## src/rtl/stopwatch_pkg.sv

```systemverilog
// Shared types and constants for the BCD stopwatch: controller states,
// digit width and the wrap limits used by the digit counters.
package stopwatch_pkg;

    typedef enum logic [1:0] {
        IDLE  = 2'd0,
        RUN   = 2'd1,
        PAUSE = 2'd2
    } state_t;

    localparam int DIGIT_W = 4;
    localparam logic [DIGIT_W-1:0] LIMIT_NINE = 4'd9;
    localparam logic [DIGIT_W-1:0] LIMIT_FIVE = 4'd5;

endpackage

```

## src/rtl/bcd_digit_counter.sv

```systemverilog
// One BCD digit that counts 0..LIMIT and wraps to 0, raising a combinational
// carry in the cycle its increment causes the wrap.
module bcd_digit_counter
    import stopwatch_pkg::*;
#(
    parameter logic [DIGIT_W-1:0] LIMIT = LIMIT_NINE
) (
    input  logic               clk,
    input  logic               rst,
    input  logic               clr,
    input  logic               inc,
    output logic [DIGIT_W-1:0] digit,
    output logic               carry
);

    logic [DIGIT_W-1:0] r_digit;

    // Using >= rather than == means a corrupted value still recovers to 0.
    always_ff @(posedge clk or posedge rst) begin
        if (rst) begin
            r_digit <= '0;
        end else if (clr) begin
            r_digit <= '0;
        end else if (inc) begin
            r_digit <= (r_digit >= LIMIT) ? '0 : r_digit + 1'b1;
        end
    end

    assign carry = inc && (r_digit >= LIMIT);
    assign digit = r_digit;

endmodule

```

## src/rtl/stopwatch_bcd.sv

```systemverilog
// MM:SS BCD stopwatch with IDLE/RUN/PAUSE control and a tick prescaler.
// Defining STOPWATCH_LAP_EN adds a lap input that freezes the displayed digits.
module stopwatch_bcd
    import stopwatch_pkg::*;
#(
    parameter int unsigned TICK_DIV = 1
) (
    input  logic               clk,
    input  logic               rst,
    input  logic               tick,
    input  logic               start_stop,
    input  logic               clear,
`ifdef STOPWATCH_LAP_EN
    input  logic               lap,
`endif
    output logic [DIGIT_W-1:0] sec_ones,
    output logic [DIGIT_W-1:0] sec_tens,
    output logic [DIGIT_W-1:0] min_ones,
    output logic [DIGIT_W-1:0] min_tens,
    output logic               running,
    output logic               rollover
);

    localparam logic [15:0] PRESC_LAST = 16'(TICK_DIV - 1);

    state_t             r_state;
    state_t             w_nextState;
    logic [15:0]        r_presc;
    logic               r_rollover;
    logic               w_accept;
    logic               w_secInc;
    logic               w_c0, w_c1, w_c2, w_c3;
    logic [DIGIT_W-1:0] w_so, w_st, w_mo, w_mt;

    always_ff @(posedge clk or posedge rst) begin
        if (rst) r_state <= IDLE;
        else     r_state <= w_nextState;
    end

    always_comb begin
        w_nextState = r_state;
        if (clear) begin
            w_nextState = IDLE;
        end else if (start_stop) begin
            case (r_state)
                IDLE:    w_nextState = RUN;
                RUN:     w_nextState = PAUSE;
                PAUSE:   w_nextState = RUN;
                default: w_nextState = IDLE;
            endcase
        end
    end

    // Only the current state qualifies a tick, so one arriving on the
    // RUN->PAUSE edge counts while one on the edge into RUN is dropped.
    assign w_accept = tick && !clear && (r_state == RUN);
    assign w_secInc = w_accept && (r_presc == PRESC_LAST);

    always_ff @(posedge clk or posedge rst) begin
        if (rst) begin
            r_presc <= '0;
        end else if (clear) begin
            r_presc <= '0;
        end else if (w_accept) begin
            r_presc <= (r_presc == PRESC_LAST) ? '0 : r_presc + 16'd1;
        end
    end

    bcd_digit_counter #(.LIMIT(LIMIT_NINE)) u_secOnes (
        .clk(clk), .rst(rst), .clr(clear), .inc(w_secInc), .digit(w_so), .carry(w_c0)
    );
    bcd_digit_counter #(.LIMIT(LIMIT_FIVE)) u_secTens (
        .clk(clk), .rst(rst), .clr(clear), .inc(w_c0), .digit(w_st), .carry(w_c1)
    );
    bcd_digit_counter #(.LIMIT(LIMIT_NINE)) u_minOnes (
        .clk(clk), .rst(rst), .clr(clear), .inc(w_c1), .digit(w_mo), .carry(w_c2)
    );
    bcd_digit_counter #(.LIMIT(LIMIT_FIVE)) u_minTens (
        .clk(clk), .rst(rst), .clr(clear), .inc(w_c2), .digit(w_mt), .carry(w_c3)
    );

    always_ff @(posedge clk or posedge rst) begin
        if (rst) r_rollover <= 1'b0;
        else     r_rollover <= w_c3;
    end

    assign running  = (r_state == RUN);
    assign rollover = r_rollover;

`ifdef STOPWATCH_LAP_EN
    logic                 r_hold;
    logic [4*DIGIT_W-1:0] r_snap;

    // Snapshot takes the count shown before the lap edge; counting carries on.
    always_ff @(posedge clk or posedge rst) begin
        if (rst) begin
            r_hold <= 1'b0;
            r_snap <= '0;
        end else if (clear) begin
            r_hold <= 1'b0;
        end else if (r_state == RUN) begin
            if (start_stop) begin
                r_hold <= 1'b0;
            end else if (lap) begin
                r_hold <= !r_hold;
                if (!r_hold) r_snap <= {w_mt, w_mo, w_st, w_so};
            end
        end
    end

    assign {min_tens, min_ones, sec_tens, sec_ones} =
        r_hold ? r_snap : {w_mt, w_mo, w_st, w_so};
`else
    assign {min_tens, min_ones, sec_tens, sec_ones} = {w_mt, w_mo, w_st, w_so};
`endif

endmodule

```

## config.mk

```make
export PLATFORM = sky130hd
export DESIGN_NAME = stopwatch_bcd
export DESIGN_NICKNAME = d
export VERILOG_FILES = /design/src/rtl/stopwatch_pkg.sv /design/src/rtl/bcd_digit_counter.sv /design/src/rtl/stopwatch_bcd.sv
export SDC_FILE = /design/constraint.sdc
export NUM_CORES = 1
export LEC_CHECK = 0
export CELL_PAD_IN_SITES_DETAIL_PLACEMENT = 1
export CELL_PAD_IN_SITES_GLOBAL_PLACEMENT = 1
export CORE_AREA = 2 2 77 79
export DETAILED_ROUTE_END_ITERATION = 10
export DIE_AREA = 0 0 79 81
export GPL_TIMING_DRIVEN = 0
export HOLD_SLACK_MARGIN = 0.06
export PLACE_DENSITY_LB_ADDON = 0.1
export SETUP_SLACK_MARGIN = 0.15
export SLEW_MARGIN = 10
export SYNTH_ARGS = -nofsm -noshare
export SYNTH_HDL_FRONTEND = slang
export SYNTH_SLANG_ARGS = --single-unit
export TNS_END_PERCENT = 5
```

## constraint.sdc

```tcl
create_clock -name clk -period 2.3 [get_ports clk]
set_input_delay 0.345 -clock clk [delete_from_list [all_inputs] [get_ports clk]]
set_output_delay 0.345 -clock clk [all_outputs]
set_load 0.02 [all_outputs]
```

== Word-level counts from Yosys, hierarchy flattened ==
Index checks and enable logic that the tools add are counted.

* Equal/unequal tests: 2
* Mux-type cells: 18
* $lt $le $gt $ge: 4
* $add $sub $neg: 5
* Reductions and logical operators: 17

{| class="wikitable"
|+ Operator list
! operator !! number
|-
| $mux 16 || 3
|-
| $mux 4 || 12
|-
| $add 16x1->16 const B || 1
|-
| $add 4x1->4 const B || 4
|-
| $logic_not 16->1 || 1
|-
| $reduce_bool 2->1 || 6
|-
| $ge 4x3->1 const B || 2
|-
| $ge 4x4->1 const B || 2
|-
| $logic_and 1x1->1 || 7
|-
| $mux 2 || 2
|-
| $pmux 2 s2 || 1
|-
| $eq 2x1->1 const B || 1
|-
| $eq 2x2->1 const B || 1
|-
| $logic_not 2->1 || 1
|-
| $reduce_or 2->1 || 1
|-
| $logic_not 1->1 || 1
|}

* Word-level logic and storage cells: 53
* Output and inout bits: 18
* Register bits after elaboration: 35
* Input port bits: 5

== Logic depth before layout (Yosys ltp) ==
* Word-level depth: 9
* Gate-level depth with buffers: 8
* Mapped depth without buffers: 7

== By module ==
A second synthesis with hierarchy kept.

* Cells, all modules: 222
* Area, all modules: 2,167.1 µm²

{| class="wikitable"
|+ By module, submodules not included
! module !! cells an instance !! times used !! area an instance (µm²)
|-
| stopwatch_bcd || 108 || 1 || 1,048.5
|-
| bcd_digit_counter at u_minTens ... || 30 || 2 || 284.0
|-
| bcd_digit_counter at u_minOnes ... || 27 || 2 || 275.3
|}

== Worst setup path after synthesis ==
No wires, ideal clock.

* Kind: reg-to-reg
* From: register u_secTens.r_digit[0] (netlist: u_secTens.digit[0])
* To: register u_minOnes.r_digit[2] (netlist: u_minOnes.digit[2])
* Data arrival time: 2,219 ps
* Path buffers: 1
* Required time: 2,222 ps
* Setup time: 78 ps
* Slack: 2 ps
* Cell stages (with the launch flop): 9
* Path through: dfrtp_1 -> inv_1 -> ha_1 -> nand2b_1 -> a21oi_1 -> or4_4 -> buf_6 -> or4b_1 -> a21oi_1

* Longest elaborated chain between the ends: 3

{| class="wikitable"
|+ RTL lines
! item !! RTL line !! text
|-
| start, declared || bcd_digit_counter.sv:16 || <nowiki>logic [DIGIT_W-1:0] r_digit;</nowiki>
|-
| start signal, assigned || bcd_digit_counter.sv:25 || <nowiki>r_digit <= (r_digit >= LIMIT) ? '0 : r_digit + 1'b1;</nowiki>
|-
| $ge 4x3->1 || bcd_digit_counter.sv:29 || <nowiki>assign carry = inc && (r_digit >= LIMIT);</nowiki>
|-
| $logic_and 1x1->1 || bcd_digit_counter.sv:29 ||
|-
| $reduce_bool 2->1 (no line) || -- ||
|-
| end signal, assigned || bcd_digit_counter.sv:25 ||
|-
| end, declared || bcd_digit_counter.sv:16 ||
|}

Every way passes these cells.
A chain may end at the register's enable or synchronous reset.

== Worst setup path in the final report ==
* From: register r_presc[0]
* To: register u_minOnes.r_digit[2] (netlist: u_minOnes.digit[2])

* Longest elaborated chain between the ends: 5

{| class="wikitable"
|+ RTL lines
! item !! RTL line !! text
|-
| start, declared || stopwatch_bcd.sv:28 || <nowiki>logic [15:0] r_presc;</nowiki>
|-
| start signal, assigned || stopwatch_bcd.sv:65 || <nowiki>r_presc <= (r_presc == PRESC_LAST) ? '0 : r_presc + 16'd1;</nowiki>
|-
| $logic_not 16->1 || stopwatch_bcd.sv:57 || <nowiki>assign w_secInc = w_accept && (r_presc == PRESC_LAST);</nowiki>
|-
| $logic_and 1x1->1 || stopwatch_bcd.sv:57 ||
|-
| $logic_and 1x1->1 (2 in a row) || bcd_digit_counter.sv:29 ||
|-
| $reduce_bool 2->1 (no line) || -- ||
|}

Every way passes these cells.

==> results.yml <==
detailed_routing:
  drt-total-wl_um: 5537
  wire_per_inst_um: 16.38
  vias: 1880
  first_pass_iters: 4
  via_per_inst: 5.562
  drc: 0
  drt_iter0_drc: 69
  ant_nets: 0
die:
  io_pins: 23
  chipWidth_um: 79
  core-area_um2: 5675
  num_rows: 28
  fp.dieH_um: 81
  start_util_pct: 37.37
  dieArea_um2: 6399
final_layout:
  fin_nets: 281
  n_fill_cell: 658
  seqCellArea_um2: 883.3
  final_util_pct: 46.25
  final_layout_size_suffix_gt1_share_pct: 15.97
  syn2layout_area_growth_pct: 23.78
  final_cells: 338
  insertedDiodeCount: 0
  multi_input_area_um2: 1184
synthesis:
  synth_fp_nets: 248
  synth_top_cell_by_area: "dfrtp_1"
  syn_avg_cell_area_um2: 9.261
  synthFlopType: "dfrtp_1"
  synthDistinctLibCells: 46
  synth-edff-count: 0
  async_reset_ff_share_pct: 100.0
  synth_common_cells: "dfrtp_1, nand2_1, o21ai_0"
  syn-cell-area_um2: 2121
  ys_seq_area_share_pct: 41.30
  yosysWarnings: 0
  synthMostInstantiatedCell: "dfrtp_1"
  ys_ff_latch: 35
  ys_top_cells_by_area: "dfrtp_1, ha_1, o21ai_0, a21oi_1, nand2_1"
  synthCells: 229
  synth_top_area_share_pct: 41.30
grt:
  use_met3_pct: 3.667
  grt_pass1_vias: 1895
  grt_max_degree: 36
  grt_pass1_wl_um: 9397
  antenna_found_initial: 0
  grt_use_met2_pct: 35.17
  grt.met1_usage_pct: 22.57
  grt_overflow: 0
  busiest_layer: "met2"
  track_usage_pct: 19.24
clocking:
  tritoncts: "built"
  root_buffer: "clkbuf_8"
  htreeDepth: 2
  ctsHoldBuffers: 0
  clockBufferDepth: 2
  clock_latency_ns: 0.29
  path_clk_slew_ns: 0.07
  clock-sinks: 35
  cts_buffers: 5
run:
  cap_viol_max_count: 0
worst_setup_path:
  reg2reg_depth: 8
  required_ns: 2.52
  worstSetupStartpointType: "flip-flop"
  path_max_fanout: 6
  crit_arrival_ns: 2.50
  critPathCaptureType: "flip-flop"
  crit_type: "reg2reg"
placed_design:
  routabilityCongestion: 0.7410
  dpl.hpwl_um: 3911
  place.port_buffers: 22
  dp_cells: 326
pwr:
  p_per_area_nw_per_um2: 457.1
  p_leak_nw: 1.086
  peakVddDrop_mv: 0.3032
  finalPower_mw: 1.200
timing:
  rsz0062_at_grt: "true"
  tightest_slew_ns: 0.8055
  finalHoldViolations: 0
  period_share_pct: 99.13
  fmax_mhz: 438.6
  fin_crit_ns: 2.280
  slew_violations: 0
  slew-limit-headroom_pct: 45.84
  skew_ns: 0.004476
  setup_viol: 0
  hold_ws_ns: 0.5098
outcome:
  outcome: "completed"
worst_hold_path:
  hold_class: "in2async"
-- kinds of logic (layout without fill, tap and decap cells) --
| group | Yosys count | in the layout | synth area share, % |
|---|---|---|---|
| adder cells (fa/ha/maj) | 14 | 14 | 8.260 |
| flip-flops | 35 | 35 | 41.30 |
| buffers and inverters | 24 | 58 | 4.661 |
| AND/OR/NAND/NOR | 90 | 90 | 25.07 |
| AO/OA/AOI/OAI | 55 | 55 | 15.93 |
| multiplexers | 4 | 4 | 1.888 |
| XOR/XNOR | 7 | 7 | 2.891 |
-- area by class of cell --
class | count | area share, %
clock buffer | 8 | 3.813
inverter | 16 | 2.288
timing repair buffer | 26 | 10.01
multi-input combinational | 170 | 45.09
tap | 75 | 3.575
buffer | 8 | 1.573
sequential | 35 | 33.65
-- cell usage in the layout, fill, tap and decap left out, types with 6 or more instances in the layout --
cell,Yosys,routed
clkbuf_8,0,7
dfrtp_1,35,29
o21ai_0,17,16
nand4_1,8,8
xor2_1,6,6
ha_1,14,14
a21oi_1,15,13
dfrtp_2,0,6
clkdlybuf4s50_1,0,22
nand2_1,17,17
inv_1,16,13
nand3_1,11,11
nor3_1,9,8
nor2_1,15,15
-- flip-flops by register name, summed over array words and instances, names as in the netlist --
name             flops
rollover             1
u_minOnes.digit      4
u_secTens.digit      4
r_presc             16
u_minTens.digit      4
u_secOnes.digit      4
r_state              2
-- critical path, cell delays in order, from the launching register on --
cell and delay (ns):
dfrtp_2 0.44, inv_1 0.07, ha_1 0.15, nor3b_2 0.20
nand4_2 0.13, or4_4 0.45, buf_6 0.15, or4b_4 0.48
a21oi_2 0.15
-- path summary, 6_finish.rpt --
| path | start | end | slack (ns) |
|---|---|---|---|
| min in group clk | r_state[1]$_DFFE_PP0P_ | r_state[1]$_DFFE_PP0P_ | 0.53 |
| max reg2reg | r_presc[0]$_DFFE_PP0P_ | u_minOnes.digit[2]$_DFFE_PP0P_ | 0.02 |
| min | rst | r_state[0]$_DFFE_PP0P_ | 0.51 |
| max | r_presc[0]$_DFFE_PP0P_ | u_minOnes.digit[2]$_DFFE_PP0P_ | 0.02 |
| max in group asynchronous | rst | u_secOnes.digit[1]$_DFFE_PP0P_ | 1.22 |
| min reg2reg | r_state[1]$_DFFE_PP0P_ | r_state[1]$_DFFE_PP0P_ | 0.53 |
-- timing repair --
action / CTS / global route
endpoints found under the setup margin: 10 / 7
resized for setup: 4 / 9
setup buffers: 2 / 2
pin swaps: 3 / 2
-- report_power, final --
part	internal [mW]	switching [mW]
clock network	0.273	0.228
logic	0.0248	0.0522
registers	0.619	0.00313
-- layer usage --
| metal | up-vias | share of wire, % | wire (um) |
|---|---|---|---|
| li1 | 894 | - | - |
| met1 | 959 | 45 | 2509 |
| met2 | 21 | 51 | 2807 |
| met3 | 6 | 2.5 | 136 |
| met4 | 0 | 1.5 | 83 |
| met5 | - | 0 | 0 |
-- through the flow --
stage	area [um^2]	setup TNS, ns	setup WS [ns]
final	2625	0	0.02001
after global routing	2625	-0.04722	-0.03395
after CTS	2574	-0.009681	-0.009681
after detailed placement	2451	-2.684	-0.4434
after global placement	2451	-2.371	-0.4047
after floorplan	2137	0	0.1538
No activity file was read; power rests on OpenSTA's default activity.
